===== src/rtl/sipo_frame_ctrl.sv =====
// sipo_frame_ctrl: frames WIDTH serial bits into a valid/ready parallel word.
// Optional SIPO_FRAME_PARITY_EN adds a trailing even-parity strobe per frame.
module sipo_frame_ctrl #(
    parameter int WIDTH = 4
) (
    input  logic             clk,
    input  logic             rst_n,
    input  logic             start,
    input  logic             si,
    input  logic             si_valid,
    output logic [WIDTH-1:0] dout,
    output logic             dout_valid,
    input  logic             dout_ready,
    output logic             busy,
    output logic             overrun,
    output logic             parity_err
);
    localparam int CNT_W = $clog2(WIDTH + 1);
`ifdef SIPO_FRAME_PARITY_EN
    localparam int SW = WIDTH;
    typedef enum logic [1:0] {IDLE, SHIFT, PARITY} state_t;
`else
    // The final bit is taken straight from si, so only WIDTH-1 bits need storage.
    localparam int SW = WIDTH - 1;
    typedef enum logic [1:0] {IDLE, SHIFT} state_t;
`endif
    state_t state, state_n;
    logic [CNT_W-1:0] cnt;
    logic [SW-1:0] shreg;
    logic [SW:0] cat;
    logic [WIDTH-1:0] word;
    logic last, load, pe;
    assign cat = {si, shreg};
    assign last = si_valid && cnt == CNT_W'(WIDTH - 1);
`ifdef SIPO_FRAME_PARITY_EN
    assign word = shreg;
    assign pe = ^cat;
`else
    assign word = cat;
    assign pe = 1'b0;
`endif
    always_comb begin
        state_n = state;
        load = 1'b0;
        case (state)
            IDLE: if (start) state_n = SHIFT;
            SHIFT: if (last) begin
`ifdef SIPO_FRAME_PARITY_EN
                state_n = PARITY;
`else
                state_n = IDLE;
                load = 1'b1;
`endif
            end
`ifdef SIPO_FRAME_PARITY_EN
            PARITY: if (si_valid) begin
                state_n = IDLE;
                load = 1'b1;
            end
`endif
            default: state_n = IDLE;
        endcase
    end
    always_ff @(posedge clk) begin
        if (!rst_n) begin
            state <= IDLE;
            busy <= 1'b0;
            cnt <= '0;
            shreg <= '0;
            dout <= '0;
            dout_valid <= 1'b0;
            overrun <= 1'b0;
            parity_err <= 1'b0;
        end else begin
            state <= state_n;
            busy <= state_n != IDLE;
            if (state == IDLE && start) begin
                cnt <= '0;
                shreg <= '0;
            end else if (state == SHIFT && si_valid) begin
                cnt <= cnt + CNT_W'(1);
                shreg <= cat[SW:1];
            end
            // A pending word that is not being accepted blocks the new one.
            if (load && dout_valid && !dout_ready)
                overrun <= 1'b1;
            else if (load) begin
                dout <= word;
                dout_valid <= 1'b1;
                parity_err <= pe;
            end else if (dout_valid && dout_ready)
                dout_valid <= 1'b0;
        end
    end
endmodule


===== config.mk =====
export PLATFORM = sky130hd
export DESIGN_NAME = sipo_frame_ctrl
export DESIGN_NICKNAME = d
export VERILOG_FILES = /design/src/rtl/sipo_frame_ctrl.sv
export SDC_FILE = /design/constraint.sdc
export NUM_CORES = 1
export LEC_CHECK = 0
export ABC_AREA = 1
export CORE_MARGIN = 2
export CORE_UTILIZATION = 40
export CTS_CLUSTER_SIZE = 28
export DETAILED_ROUTE_END_ITERATION = 6
export GPL_TIMING_DRIVEN = 0
export HOLD_SLACK_MARGIN = 0.12
export PLACE_DENSITY = 0.75
export SETUP_SLACK_MARGIN = 0.05
export SLEW_MARGIN = 40
export SYNTH_ARGS = -nofsm -noshare
export SYNTH_HDL_FRONTEND = slang
export SYNTH_SLANG_ARGS = --single-unit

===== constraint.sdc =====
create_clock -name clk -period 2.4 [get_ports clk]
set_input_delay 0.36 -clock clk [delete_from_list [all_inputs] [get_ports clk]]
set_output_delay 0.36 -clock clk [all_outputs]
set_load 0.02 [all_outputs]

# == Word-level counts from Yosys, hierarchy flattened ==
# Index checks and enable logic that the tools add are counted.
# totals
register_bits,15
elab_cells,32
input_bits,6
# classes
bitwise,2
n_addsub,1
muxes,7
n_reduce_logical,13
eq_ne,2
# ops
op,count
logical AND 1 bit,6
two-way mux 1 bit,4
two-way mux 2 bit,2
one-hot mux 2 bit (2 select lines),1
AND reduction 2 bit,2
nonzero test 2 bit,2
adder 3 x 1 -> 3 bit (second input constant),1
equality test 3 x 2 -> 1 bit (second input constant),1
equality test 2 x 1 -> 1 bit (second input constant),1
zero test 2 bit,1
NOT 1 bit,2
OR reduction 2 bit,1
zero test 1 bit,1

# == Longest topological paths before layout ==
# Gate-level depths: netlist (run 1).
# depth
word_depth,8
depth_mapped,8
depth_no_buf,8

# == Worst setup path before layout (run 1) ==
# OpenSTA, ideal clock, no wires.
# synth_timing
kind,register -> register
startpoint,register cnt[0]
endpoint,register dout[0]
t_required_ns,2.290
setup_ns,0.110
n_path_buf,0
slack_ns,1.268
t_arrival_ns,1.023
path_stages_with_launch,9
path_cell_list,dfxtp_1 -> ha_1 -> ha_1 -> nand2_1 -> inv_2 -> nand3_4 -> nand2_1 -> inv_1 -> nor2_1
# synth_via
elab_chain_len,8
# synth_rtl
item,line_no,source
"start, declared",28,logic [CNT_W-1:0] cnt;
"start signal, assigned",81,cnt <= cnt + CNT_W'(1);
equality test 3 x 2 -> 1 bit (*),34,assign last = si_valid && cnt == CNT_W'(WIDTH - 1);
logical AND 1 bit (*),34,
two-way mux 1 bit (*),47,SHIFT: if (last) begin
two-way mux 1 bit (*),45,case (state)
logical AND 1 bit (2 in a row),85,if (load && dout_valid && !dout_ready)
NOT 1 bit (no line),n/a,
AND reduction 2 bit (no line) (*),n/a,
"end signal, assigned",88,dout <= word;
"end, declared",11,"output logic [WIDTH-1:0] dout,"
# Every way passes the cells marked *; elsewhere a longest branch is shown, timed or not.
# A chain may end at the register's enable or synchronous reset.

# == Final worst setup path (run 1) ==
# layout_timing
startpoint,register dout_valid
endpoint,output dout_valid
# layout_rtl
item,line_no,source
"start, declared",12,"output logic dout_valid,"
"start signal, assigned",71,dout_valid <= 1'b0;
"start signal, assigned",89,dout_valid <= 1'b1;
"start signal, assigned",92,dout_valid <= 1'b0;
# No word-level cell between the ends.

==> metrics, run 1 <==
outcome=complete, no violations; crit-path cells=clkdlybuf4s50_1; CP Class=reg -> out; WHS Endpoint=overrun$_SDFFE_PN0P_; cell row count=14; pwr dens=509 nW/µm²; commonest cells after routing, fill and taps aside=23 x nand2_1, 20 x inv_1, 15 x dfxtp_1; share of cells above drive strength 1=0.120; Core Area=1540 µm²; Max-Cap Viols=0; CTS root buf=clkbuf_4; final period utilization=0.664; beginning of the critical path=dout_valid$_SDFFE_PN0P_; P_leak=0.346 nW; WL/cell=8.35 µm; cts hold-fix bufs=0; Num CTS Buffers=3; chip height=44.9 µm; max-slew violations=0; Worst VDD drop=359 µV; r2r worst-path depth=7; initial antenna violation count=0; hold slack=0.450 ns; CTS max path bufs=2; Ports=14; global route overflow=0; family with the most delay on the worst path=buffers and inverters; FMAX=628 MHz; largest net degree at the start of global routing=9; Design Power=0.427 mW; Setup crit end kind=output pin; Iter 0 DRT Violations=5; Final Critical Period=1.59 ns; # setup viols final=0; Final nets=117; Seq/Total Area, Yosys=0.449; setup bufs post-CTS=0; PortBufs=12; post-synthesis cell area=668 µm²; WP data required=2.04 ns; endpoints failing hold=0; final non-filler cell total=124; Clk Latency, worst-skew pair=0.28 ns; Avg Inst Size Synth=7.34 µm²; die area=2010 µm²; dpl hpwl=827 µm; Min-Delay Path Class=reg -> reg; # diodes=0; Post-Route WL=1040 µm; Util after Layout=0.544; GRT Util Overall=0.139; via count=548; PostCTS Resize Cnt=0; clk_skew=0.00167 ns; critical path's slowest cell=clkdlybuf4s50_1; RR Startpoint=cnt[0]$_SDFFE_PP0P_; Synth Register Bits=15; most common cell after layout, fill and taps aside=nand2_1; first-pass GRT wire length=1900 µm; synthesis-to-layout area growth=25.5%; Yosys top cell area share=0.449; r2r setup slk=1.18 ns; hold depth=2; Cells after DPL=120; Sink Count=15; crit path buf inv count=1; H-tree depth=1; RSZ-0062 raised after global routing=false; drc violations=0; Pre-Repair DR Iteration Count=2; Ys Warns=0; CTS tree=yes; Syn Inst Count=91; start point of the worst hold path=overrun$_SDFFE_PN0P_; Die Width=44.9 µm; top cell type by total area after synthesis=dfxtp_1; startpoint types=register; CP Max Fanout=2; setup_tns=0 ns; Reg-to-Reg End=dout[3]$_SDFFE_PN0P_; FILL cells=156; antenna-violating nets left=0; leading post-synthesis cells by cell area=dfxtp_1 45%, nand2_1 13%, inv_1 11%; mean number of vias per cell=4.42; post-synth cell types=15; Worst-path clk slew=0.08 ns; Largest stage delay, worst path=0.60 ns; final RePlAce weighted congestion=0.714; Arr. time, crit path=1.23 ns; vias in the first global route=492; initial core utilization=0.433
## how the worst max path moves through the flow
| stage | end | slack, ns | cells after the start |
|---|---|---|---|
| after floorplan | dout[0]$_SDFFE_PN0P_ | 1.27 | 8 |
| after global placement | dout[0]$_SDFFE_PN0P_ | 0.93 | 6 |
| after detailed placement | dout[3]$_SDFFE_PN0P_ | 0.93 | 6 |
| after CTS | dout_valid | 0.79 | 1 |
| after global routing | dout_valid | 0.75 | 1 |
| final | dout_valid | 0.81 | 1 |
## flip-flops by register name, summed over array words and instances, names as in the netlist
| signal | count |
|---|---|
| busy | 1 |
| cnt | 3 |
| dout | 4 |
| dout_valid | 1 |
| overrun | 1 |
| shreg | 3 |
| state | 2 |
## worst register-to-register path, delay by kind of cell (launching register included)
kind	cells	cell delay, ns
and+or+nand+nor	5	0.47
adders and majority gates	2	0.30
DFF	1	0.36
## area by class of cell
class | instances | area (µm²) | share of cell area
timing repair buffer | 12 | 120 | 0.143
sequential | 15 | 300 | 0.358
multi-input combinational | 54 | 282 | 0.336
clock buffer | 4 | 26.3 | 0.0313
inverter | 22 | 82.6 | 0.0985
tap | 16 | 20.0 | 0.0239
buffer | 1 | 7.51 | 0.00896
## synthesized netlist by cell type (all sizes together)
cell and n:
nand2 26, inv 22, dfxtp 15, a21oi 10, nor2 7, nand3 6, ha 2, buf 1
conb 1, nand3b 1
## kinds of logic (layout without fill, tap and decap cells)
group,after synthesis,after routing,synth area share
DFF,15,15,0.449
adders and majority gates,2,2,0.0374
buffers and inverters,23,39,0.135
other,1,2,0.00561
and+or+nand+nor,40,40,0.298
AOI/OAI and AO/OA,10,10,0.0749
## where the power goes
part,switching [mW],internal (mW)
clock network,0.0764,0.0646
logic,0.0172,0.0145
registers,0.00224,0.252
## through the flow
stage	setup WS (ns)	area [µm²]
2_1_floorplan	1.27	672
3_3_place_gp	0.931	812
3_5_place_dp	0.926	812
4_1_cts	0.789	838
5_1_grt	0.750	838
6_report	0.807	838
## routing by layer
metal | part of all wire | vias up | global-route usage
met1 | 0.45 | 230 | 0.146
met5 | 0 | - | 0
met2 | 0.47 | 12 | 0.220
met4 | 0.023 | 0 | 0.106
met3 | 0.059 | 4 | 0.0600
li1 | - | 302 | -
(Power assumes the default switching activity.)
==> run 2, diff against run 1 <==
- clock period: 2.4 -> 1.5 ns (I/O delays scaled with it)
==> run 2 against run 1 <==
Sequential share of layout area is 0.27 points lower. Global-route usage is the same. Clock skew did not move. Utilization increased by 0.41 points. Total power rose by 60%. Clock power increased by 60%. Via count did not move.
==> metrics, run 2 (same netlist as run 1, synthesis figures left out) <==
outcome=complete, no violations; P_leak=0.433 nW; WP data required=1.69 ns; final RePlAce weighted congestion=0.714; Biggest register=dout; met1 usage=0.146; PortBufs=12; Num CTS Buffers=3; Final Critical Period=1.22 ns; CTS tree=yes; Clk pwr share=0.331; met2 GRT Util=0.220; die area=2010 µm²; Iter 0 DRT Violations=5; hold slack=0.447 ns; endpoints failing hold=0; CTS root buf=clkbuf_4; WL/cell=8.42 µm; Min-Delay Path Class=reg -> reg; r2r setup slk=0.28 ns; Ports=14; synthesis-to-layout area growth=26.4%; largest net degree at the start of global routing=9; initial core utilization=0.433; via count=548; Worst-path clk slew=0.08 ns; cell row count=14; met3 Use GR=0.0600; # setup viols final=0; clk_skew=0.00167 ns; share of cells above drive strength 1=0.120; commonest cells after routing, fill and taps aside=23 x nand2_1, 20 x inv_1, 15 x dfxtp_1; Worst VDD drop=574 µV; NetSw=0.153 mW; cts hold-fix bufs=0; global route overflow=0; setup_tns=0 ns; Clk Latency, worst-skew pair=0.28 ns; Die Width=44.9 µm; Setup crit end kind=register; most common cell after layout, fill and taps aside=nand2_1; RSZ-0062 raised after global routing=false; Arr. time, crit path=1.41 ns; CTS max path bufs=2; # diodes=0; Top Registers=dout: 4 flops, cnt: 3 flops, shreg: 3 flops; Pre-Repair DR Iteration Count=2; internal power=0.529 mW; Post-Route WL=1040 µm; GRT Util Overall=0.139; Final nets=117; number of flip-flops in the largest register=4; sw frac=0.225; drc violations=0; pwr dens=808 nW/µm²; dpl hpwl=827 µm; Core Area=1540 µm²; Combinational Power Share=0.074; max-slew violations=0; FMAX=817 MHz; Max-Cap Viols=0; startpoint types=register; antenna-violating nets left=0; Sequential Power Share=0.596; H-tree depth=1; layer with the highest usage=met2; vias in the first global route=492; final period utilization=0.816; setup bufs post-CTS=0; CP Class=reg -> reg; Sink Count=15; first-pass GRT wire length=1900 µm; initial antenna violation count=0; CP Max Fanout=4; mean number of vias per cell=4.42; chip height=44.9 µm
run 2: changes by cell type in the layout (fill, tap and decap cells not counted):
cell	delta
clkdlybuf4s50_1	-7
dlymetal6s2s_1	+4
dlygate4sd2_1	+3
run 2: through the flow:
| step | instance area (µm²) | worst slack, ns | std cells | total power [mW] | utilization |
|---|---|---|---|---|---|
| 3_5_place_dp | 812 | 0.161 | 120 | 0.467 | 0.527 |
| 5_1_grt | 845 | 0.106 | 124 | 0.713 | 0.548 |
| 2_1_floorplan | 672 | 0.368 | 92 | 0.444 | - |
| 6_report | 845 | 0.276 | 124 | 0.683 | 0.548 |
| 3_3_place_gp | 812 | 0.166 | 120 | 0.466 | 0.527 |
| 4_1_cts | 835 | 0.0516 | 124 | 0.692 | 0.541 |
run 2: layer usage:
layer  wire, µm  part of all wire  vias to the layer above
li1           -                 -                      302
met1        468              0.45                      230
met5          0                 0                        -
met2        483              0.46                       12
met4         24             0.023                        0
met3         67             0.064                        4
run 2: path summary, 6_finish.rpt:
kind / start / endpoint / cells past startpoint
worst max-delay path: cnt[0]$_SDFFE_PP0P_ / dout[3]$_SDFFE_PN0P_ / 7
worst min-delay path: overrun$_SDFFE_PN0P_ / overrun$_SDFFE_PN0P_ / 2
worst max register to register: cnt[0]$_SDFFE_PP0P_ / dout[3]$_SDFFE_PN0P_ / 7
worst min register to register: overrun$_SDFFE_PN0P_ / overrun$_SDFFE_PN0P_ / 2
run 2: critical path: stages (launching register included):
cell and delay (ns):
dfxtp_1 0.36, ha_1 0.16, ha_1 0.14, nand2_1 0.09, nor2_2 0.18, nand3_1 0.09
nand2_1 0.07, nor2_1 0.04
run 2: area by class of cell:
class / instances / area [µm²]
tap: 16 / 20.0
timing repair buffer: 12 / 126
multi-input combinational: 54 / 282
inverter: 22 / 82.6
fill: 155 / 697
sequential: 15 / 300
buffer: 1 / 7.51
clock buffer: 4 / 26.3
run 2: power by group through the flow:
stage	clock network, mW	registers, mW	logic (mW)
after floorplan	0	0.418	0.0264
after global placement	0	0.416	0.0502
after detailed placement	0	0.416	0.0507
after CTS	0.235	0.407	0.0510
after global routing	0.249	0.407	0.0568
final	0.226	0.407	0.0503
run 2: what timing repair did:
item                       CTS  global route
setup endpoints to repair    3             4
gates resized for setup      3             4
gates cloned                 0             0
